===== src/rtl/trap_controller.sv =====
// ---------------------------------------------------------------------------
// trap_controller
//
// Trap arbitration and sequencing for the 5-stage core. The block checks the
// memory-stage instruction for synchronous exceptions, checks the interrupt
// lines, and handles mret. It owns mepc, mcause, mtval and mstatus.MIE/MPIE.
// Trap entry takes two cycles. In the detect cycle the pipeline is flushed
// (combinationally) and the trap state is captured. In the next cycle the
// pipeline is flushed again and fetch is redirected.
//
// Optional build macro:
//   TRAP_IRQ_SYNC_EN  irq passes a 2-flop synchroniser (reset 0) before
//                     masking, which adds 2 cycles of interrupt latency.
//                     When the macro is undefined, irq is used the same cycle.
//
// Parameters:
//   XLEN     data/address width
//   NUM_IRQ  interrupt lines (1..16); line i reports cause code 16+i
//
// Ports:
//   clk, rst                  clock, asynchronous active-high reset
//   m_valid, m_pc             memory-stage instruction valid and its PC
//   m_misaligned/illegal/
//   m_ebreak/ecall            exception flags (codes 0, 2, 3, 11)
//   m_mret                    mret in the memory stage
//   m_tval                    trap value recorded for exceptions
//   irq, irq_mask             level interrupt lines and per-line enables
//   mtvec_base, mtvec_mode    trap base; mode 1 = vectored, others = direct
//   csr_mstatus_we,
//   csr_mie_wd, csr_mpie_wd   CSR write of MIE/MPIE
//   flush                     flush all pipeline latches
//   redirect, redirect_pc     fetch redirect request and target
//   mepc, mcause, mtval       trap CSRs
//   mstatus_mie/mpie          global interrupt enable and its previous value
//   busy                      FSM is not idle
// ---------------------------------------------------------------------------
module trap_controller #(
  parameter int XLEN    = 32,
  parameter int NUM_IRQ = 4
) (
  input  logic               clk,
  input  logic               rst,
  input  logic               m_valid,
  input  logic [XLEN-1:0]    m_pc,
  input  logic               m_misaligned,
  input  logic               m_illegal,
  input  logic               m_ebreak,
  input  logic               m_ecall,
  input  logic               m_mret,
  input  logic [XLEN-1:0]    m_tval,
  input  logic [NUM_IRQ-1:0] irq,
  input  logic [NUM_IRQ-1:0] irq_mask,
  input  logic [XLEN-1:0]    mtvec_base,
  input  logic [1:0]         mtvec_mode,
  input  logic               csr_mstatus_we,
  input  logic               csr_mie_wd,
  input  logic               csr_mpie_wd,
  output logic               flush,
  output logic               redirect,
  output logic [XLEN-1:0]    redirect_pc,
  output logic [XLEN-1:0]    mepc,
  output logic [XLEN-1:0]    mtval,
  output logic [XLEN-1:0]    mcause,
  output logic               mstatus_mie,
  output logic               mstatus_mpie,
  output logic               busy
);

  typedef enum logic [1:0] {IDLE, ENTER, RETURN} state_t;

  state_t             state;
  logic [NUM_IRQ-1:0] irq_sync;

`ifdef TRAP_IRQ_SYNC_EN
  logic [NUM_IRQ-1:0] irq_meta;
  logic [NUM_IRQ-1:0] irq_sync_q;

  always_ff @(posedge clk or posedge rst) begin
    if (rst) begin
      irq_meta   <= '0;
      irq_sync_q <= '0;
    end else begin
      irq_meta   <= irq;
      irq_sync_q <= irq_meta;
    end
  end

  assign irq_sync = irq_sync_q;
`else
  assign irq_sync = irq;
`endif

  logic            detect;
  logic            exc_any;
  logic [4:0]      exc_code;
  logic [NUM_IRQ-1:0] irq_pend;
  logic            irq_hit;
  logic [4:0]      irq_code;
  logic            take_exc;
  logic            take_irq;
  logic            take_mret;
  logic [4:0]      cause_code;
  logic [XLEN-1:0] trap_target;

  // NOTE: every signal written here gets a default first, so no latch can be
  // inferred when a branch leaves it unassigned.
  always_comb begin
    exc_code = 5'd0;
    if (m_misaligned)   exc_code = 5'd0;
    else if (m_illegal) exc_code = 5'd2;
    else if (m_ebreak)  exc_code = 5'd3;
    else if (m_ecall)   exc_code = 5'd11;
    exc_any = m_misaligned | m_illegal | m_ebreak | m_ecall;

    // Scan from the top down so that the lowest pending index is written last.
    irq_pend = irq_sync & irq_mask;
    irq_hit  = 1'b0;
    irq_code = 5'd0;
    for (int i = NUM_IRQ - 1; i >= 0; i--) begin
      if (irq_pend[i]) begin
        irq_hit  = 1'b1;
        irq_code = 5'(16 + i);
      end
    end

    // Gating with rst keeps flush low while reset is held.
    detect    = !rst && (state == IDLE) && m_valid;
    take_exc  = detect && exc_any;
    take_irq  = detect && !exc_any && mstatus_mie && irq_hit;
    take_mret = detect && !exc_any && !take_irq && m_mret;

    cause_code  = take_exc ? exc_code : irq_code;
    trap_target = mtvec_base;
    if (take_irq && mtvec_mode == 2'd1)
      trap_target = mtvec_base + (XLEN'(cause_code) << 2);
  end

  assign flush = take_exc | take_irq | take_mret | (state != IDLE);
  assign busy  = (state != IDLE);

  // NOTE: sequential state uses non-blocking assignments only. Reset is
  // asynchronous, so redirect and busy drop without waiting for a clock edge.
  always_ff @(posedge clk or posedge rst) begin
    if (rst) begin
      state        <= IDLE;
      redirect     <= 1'b0;
      redirect_pc  <= '0;
      mepc         <= '0;
      mtval        <= '0;
      mcause       <= '0;
      mstatus_mie  <= 1'b0;
      mstatus_mpie <= 1'b0;
    end else begin
      case (state)
        IDLE: begin
          redirect <= 1'b0;
          if (take_exc || take_irq) begin
            mepc         <= m_pc;
            mcause       <= (XLEN'(take_irq) << (XLEN - 1)) | XLEN'(cause_code);
            mtval        <= take_exc ? m_tval : '0;
            mstatus_mpie <= mstatus_mie;
            mstatus_mie  <= 1'b0;
            redirect     <= 1'b1;
            redirect_pc  <= trap_target;
            state        <= ENTER;
          end else if (take_mret) begin
            mstatus_mie  <= mstatus_mpie;
            mstatus_mpie <= 1'b1;
            redirect     <= 1'b1;
            redirect_pc  <= mepc;
            state        <= RETURN;
          end else if (csr_mstatus_we) begin
            mstatus_mie  <= csr_mie_wd;
            mstatus_mpie <= csr_mpie_wd;
          end
        end
        ENTER, RETURN: begin
          redirect <= 1'b0;
          state    <= IDLE;
        end
        default: begin
          redirect <= 1'b0;
          state    <= IDLE;
        end
      endcase
    end
  end

endmodule


===== config.mk =====
export PLATFORM = sky130hd
export DESIGN_NAME = trap_controller
export DESIGN_NICKNAME = d
export VERILOG_FILES = /design/src/rtl/trap_controller.sv
export SDC_FILE = /design/constraint.sdc
export NUM_CORES = 1
export LEC_CHECK = 0
export ABC_AREA = 1
export BUFFER_PORTS_ARGS = -buffer_cell sky130_fd_sc_hd__buf_2
export CORE_MARGIN = 10
export CORE_UTILIZATION = 30
export CTS_CLUSTER_DIAMETER = 150
export DETAILED_ROUTE_END_ITERATION = 8
export PLACE_DENSITY_LB_ADDON = 0.3
export SYNTH_ARGS = -nofsm -noshare
export SYNTH_HDL_FRONTEND = slang
export SYNTH_SLANG_ARGS = --single-unit

===== constraint.sdc =====
create_clock -name clk -period 4.7 [get_ports clk]
set_clock_uncertainty 0.05 [all_clocks]
set_input_delay 0.47 -clock clk [delete_from_list [all_inputs] [get_ports clk]]
set_output_delay 0.47 -clock clk [all_outputs]
set_load 0.01 [all_outputs]

# Word-level counts from Yosys, hierarchy flattened

Index checks and enable logic that the tools add are counted.

Register bits: 133
Logic and storage cells: 68
Output and inout bits: 133
Input port bits: 117

Equality and inequality tests: 2
Reductions and logical operators: 20
Multiplexer cells: 29
Bitwise gates (word level): 8
Add/subtract/negate cells: 1

Operator list:

| cell                                                            | number |
|---|---|
| 32-bit 2-to-1 mux                                               | 4 |
| 32-bit by 7-bit adder with 32-bit output                        | 1 |
| 32-bit by 5-bit bitwise OR with 32-bit output                   | 1 |
| 5-bit 2-to-1 mux                                                | 6 |
| 1-bit 2-to-1 mux                                                | 13 |
| 4-bit 2-to-1 mux                                                | 3 |
| 1-bit logical AND                                               | 9 |
| 2-bit 2-to-1 mux                                                | 3 |
| 1-bit bitwise OR                                                | 6 |
| 2-bit AND reduction                                             | 3 |
| 4-bit AND                                                       | 1 |
| 2-bit nonzero test                                              | 2 |
| 1-bit logical NOT                                               | 3 |
| 3-bit by 2-bit != test with 1-bit output, second input constant | 1 |
| 3-bit nonzero test                                              | 1 |
| 2-bit by 1-bit == test with 1-bit output, second input constant | 1 |
| 2-bit logical NOT                                               | 1 |
| 1-bit logical OR                                                | 1 |

# Logic depth before layout (Yosys ltp)

Depth after elaboration: 13
Mapped depth: 21
Depth with buffers taken out: 21

# Worst setup path before layout

Ideal clock, no wire load.

Kind: input -> register
Start point: in rst
End point: reg redirect_pc[26]
Library setup time: 116 ps
Data required time: 4534 ps
Slack: -892 ps
Path buffers: 0
Stages: 20
Data arrival time: 5426 ps
Path through: inv_1 > nand3_2 > nor2_4 > inv_2 > a22oi_1 > ha_1 > inv_1 > fa_1 > inv_1 > nand3_1 > nand2_1 > nand2_1 > o21ai_1 > nand2_1 > nand2_1 > nand2_1 > nand2_1 > nand3_1 > nand2_1 > nand2_1

Elaborated cells on any way between the ends: 18
Classes of those cells: 1 x add/sub; 3 x mux; 14 x reduce/logical

RTL lines:

| element                                  | line | source |
|---|---|---|
| start: declaration                       | 42   | `input logic rst,` |
| 1-bit logical NOT (no line)              | --   |  |
| 1-bit logical AND (2 in a row)           | 127  | `detect = !rst && (state == IDLE) && m_valid;` |
| 1-bit logical AND                        | 128  | `take_exc = detect && exc_any;` |
| 5-bit 2-to-1 mux                         | 132  | `cause_code = take_exc ? exc_code : irq_code;` |
| named net cause_code[0]                  | 102  | `logic [4:0] cause_code;` |
| 32-bit by 7-bit adder with 32-bit output | 135  | `trap_target = mtvec_base + (XLEN'(cause_code) << 2);` |
| 32-bit 2-to-1 mux                        | 134  | `if (take_irq && mtvec_mode == 2'd1)` |
| 32-bit 2-to-1 mux                        | 157  | `if (take_exc \|\| take_irq) begin` |
| end signal: assignment                   | 164  | `redirect_pc <= trap_target;` |
| end signal: assignment                   | 170  | `redirect_pc <= mepc;` |
| end: declaration                         | 60   | `output logic [XLEN-1:0] redirect_pc,` |

The timed path passes the listed nets, and every way through them passes these cells.
A chain may end at the register's enable or synchronous reset.

# Final worst setup path

Start point: reg state[0]
End point: reg redirect_pc[26]

Elaborated cells on any way between the ends: 18
Classes of those cells: 1 x add/sub; 3 x mux; 14 x reduce/logical

RTL lines:

| element                                  | line | source |
|---|---|---|
| start: declaration                       | 71   | `state_t state;` |
| start signal: assignment                 | 145  | `state <= IDLE;` |
| start signal: assignment                 | 165  | `state <= ENTER;` |
| start signal: assignment                 | 171  | `state <= RETURN;` |
| 2-bit logical NOT                        | 127  |  |
| 1-bit logical AND (2 in a row)           | 127  |  |
| 1-bit logical AND                        | 128  |  |
| 5-bit 2-to-1 mux                         | 132  |  |
| named net cause_code[0]                  | 102  |  |
| 32-bit by 7-bit adder with 32-bit output | 135  |  |
| 32-bit 2-to-1 mux                        | 134  |  |
| 32-bit 2-to-1 mux                        | 157  |  |

The timed path passes the listed nets, and every way through them passes these cells.

==> metrics.txt <==
RSZ-0062 raised after global routing=no; ys async rst share=1.00; clock buffer depth=2; critical path, cell by cell=nor2_4 -> nand3_2 -> nor2_4 -> inv_2 -> a22oi_1 -> ha_1 -> inv_1 -> fa_1 -> inv_1 -> nand3_1 -> nand2_1 -> nand2_1 -> o21ai_1 -> nand2_1 -> nand2_1 -> nand2_1 -> nand2_1 -> nand3_1 -> nand2_1 -> nand2_1; Crit path depth=20; most used flip-flop cell after synthesis=dfrtp_1; CTS tree=built; FF+latch count, synth=106; Syn-to-layout area delta=26.0%; vias per cell=4.45; # DRC=0; post-synthesis sequential area ratio=0.443; CP arrival=3.57 ns; crit path buf inv count=3; total number of vias=5667; final setup vio count=0; layout cells sized above 1=0.266; Hold Crit Class=input port to asynchronous set/reset pin; post-DP HPWL=16.1 mm; Required @ worst endpoint=4.90 ns; area of the die=0.0260 mm^2; number of global-route vias before repair=5845; antenna violations before repair=4; Util after Layout=0.386; critical path's top delay family=simple AND/OR/NAND/NOR gates; Num CTS Buffers=9; P_leak=4.11 nW; core area=0.0195 mm^2; clk root buf=clkbuf_16; first-pass GRT wire length=32.6 mm; post_cts resized=0; Worst Setup Path Type=register to register; FF-to-FF End=redirect_pc[26]$_DFFE_PP0P_; NumNets Final=1123; FF-to-FF setup slack=1.34 ns; Final Critical Period=3.36 ns; Max-slew headroom=0.378; hold buffer count at CTS=0; average wire per standard cell=16.2 um; CP Capture Type=register; placed instance area=0.00722 mm^2; Total Wirelength=20.6 mm; num ports=250; All-Layer GR Usage=0.156; Critical-path top delay cell=fa_1; H-tree depth=3; TNS Setup=0 ns; Post-DRT Antenna Nets=0; Final WS setup=1.34 ns; post-synthesis average cell area=7.58 um^2; Clk Latency, worst-skew pair=0.36 ns; VDD IR max=213 uV; top cells by area, synth=dfrtp_1, nand2_1, nor2_1; largest net degree at the start of global routing=72; Cells after Synth=790; f_max=297 MHz; Die Wd=161 um; grt total ovfl=0; Post-CTS Setup Bufs=0; clk slew on worst S/H paths=0.08 ns; worst setup path start=state[0]$_DFFE_PP0P_; Place WS=1.19 ns; DR pass1 iterations=4; post-synthesis cell type count=40; Worst Reg-to-Reg Cells=20; CP most frequent cell=nand2_1; mapped cell area=0.00599 mm^2; worst setup path endpoint=redirect_pc[26]$_DFFE_PP0P_; Sink Count=106; Syn. warnings=0; Max-Cap Viols=0; slew at the pin closest to its max-slew limit=0.933 ns; Yosys top cell area share=0.443; fin area=0.00754 mm^2; Hold Violations, Final=0; Power Dens Cells=353 mW/mm^2; cell taking the most area after synthesis=dfrtp_1; worst-path fanout max=7; Iter 0 DRT Violations=372; effective utilization at floorplan=0.307; number of core rows=51; Final Max Slew Viols=0; EDFF count, synth=0; I/O Buffers=222; Largest stage delay, worst path=0.42 ns; startpoint types=register; part of the cycle the worst path needs=0.716; FF-to-FF Start=state[0]$_DFFE_PP0P_; Final GP Congestion=0.926; status=finished, final reports clean; Die Height=161 um
==> per-layer routing <==
metal,GRT usage,vias to the layer above,part of all wire
met1,0.197,2585,0.44
met3,0.0605,26,0.084
met2,0.245,176,0.45
met5,0,-,0.0013
met4,0.0393,6,0.017
li1,-,2874,-
==> cell type report <==
cell class                      count  area, um^2
Multi-Input combinational cell    597        2850
Inverter                           59         226
Fill cell                        2147       12000
Timing Repair Buffer              228        1160
Tap cell                          265         332
Clock inverter                      7        95.1
Clock buffer                        9         225
Antenna cell                        2        5.00
Sequential cell                   106        2650
==> cells by family after synthesis <==
group / share of synthesized area
AOI/OAI and AO/OA: 0.0897
xor gates and xnor gates: 0.0146
adders and majority gates: 0.0117
buffers and inverters: 0.0980
DFF: 0.443
other: 0.000626
and+or+nand+nor: 0.342
==> placed cells by master (no fill, tap or decap), types with 3 or more instances in the layout <==
master and n:
a22o_1 32, buf_2 222, buf_4 6, clkbuf_16 9, clkinvlp_4 3, conb_1 27
dfrtp_1 106, ha_1 4, inv_1 55, inv_8 3, nand2_1 287, nand2_4 3
nand3_1 45, nand3b_1 6, nand4_1 6, nor2_1 109, nor2_4 5, nor3_1 3
o211ai_1 3, o21ai_0 24, o21ai_1 8, o22ai_1 4, xnor2_1 4, xor2_1 6
==> synth_stat cells (all sizes together), types with 4 or more instances <==
library cell,n
inv,58
xnor2,4
nand4,7
nor3,5
nand2,292
nor2,117
buf,51
nand3b,6
nand3,48
o22ai,4
dfrtp,106
ha,4
a22o,32
o21ai,33
xor2,6
==> sequential cells by signal (all words and copies together) (netlist names) <==
| signal | flops |
|---|---|
| mcause | 5 |
| mepc | 32 |
| mstatus_mie | 1 |
| mstatus_mpie | 1 |
| mtval | 32 |
| redirect | 1 |
| redirect_pc | 32 |
| state | 2 |
==> metrics by stage <==
stage,hold WS (ns),cells,total power [mW]
detailed placement,0.406,1255,1.88
global route,0.256,1272,2.85
CTS,0.244,1271,2.71
finish,0.251,1273,2.67
floorplan,0.459,816,1.56
global placement,0.403,1255,1.87
==> power breakdown <==
part / leakage (nW) / internal (mW) / switching, mW
Combinational: 2.68 / 0.272 / 0.417
Sequential: 1.28 / 1.07 / 0.0903
Clock: 0.150 / 0.430 / 0.386
Total: 4.11 / 1.77 / 0.894
==> how the worst min path moves through the flow <==
stage / end / cells after the start
after global routing: mepc[5]$_DFFE_PP0P_ / 3
after global placement: mcause[3]$_DFFE_PP0P_ / 2
after CTS: mepc[5]$_DFFE_PP0P_ / 3
after floorplan: mcause[31]$_DFFE_PP0P_ / 2
after detailed placement: mcause[31]$_DFFE_PP0P_ / 2
final: state[1]$_DFFE_PP0P_ / 3
==> worst register-to-register path: stages (launching register included) <==
cell     delay (ns)
dfrtp_1        0.40
nor2_4         0.14
nand3_2        0.17
nor2_4         0.16
inv_2          0.07
a22oi_1        0.27
ha_1           0.30
inv_1          0.10
fa_1           0.42
inv_1          0.11
nand3_1        0.07
nand2_1        0.15
nand2_1        0.06
o21ai_1        0.30
nand2_1        0.10
nand2_1        0.08
nand2_1        0.04
nand2_1        0.05
nand3_1        0.08
nand2_1        0.09
nand2_1        0.05
(Power assumes the default switching activity.)
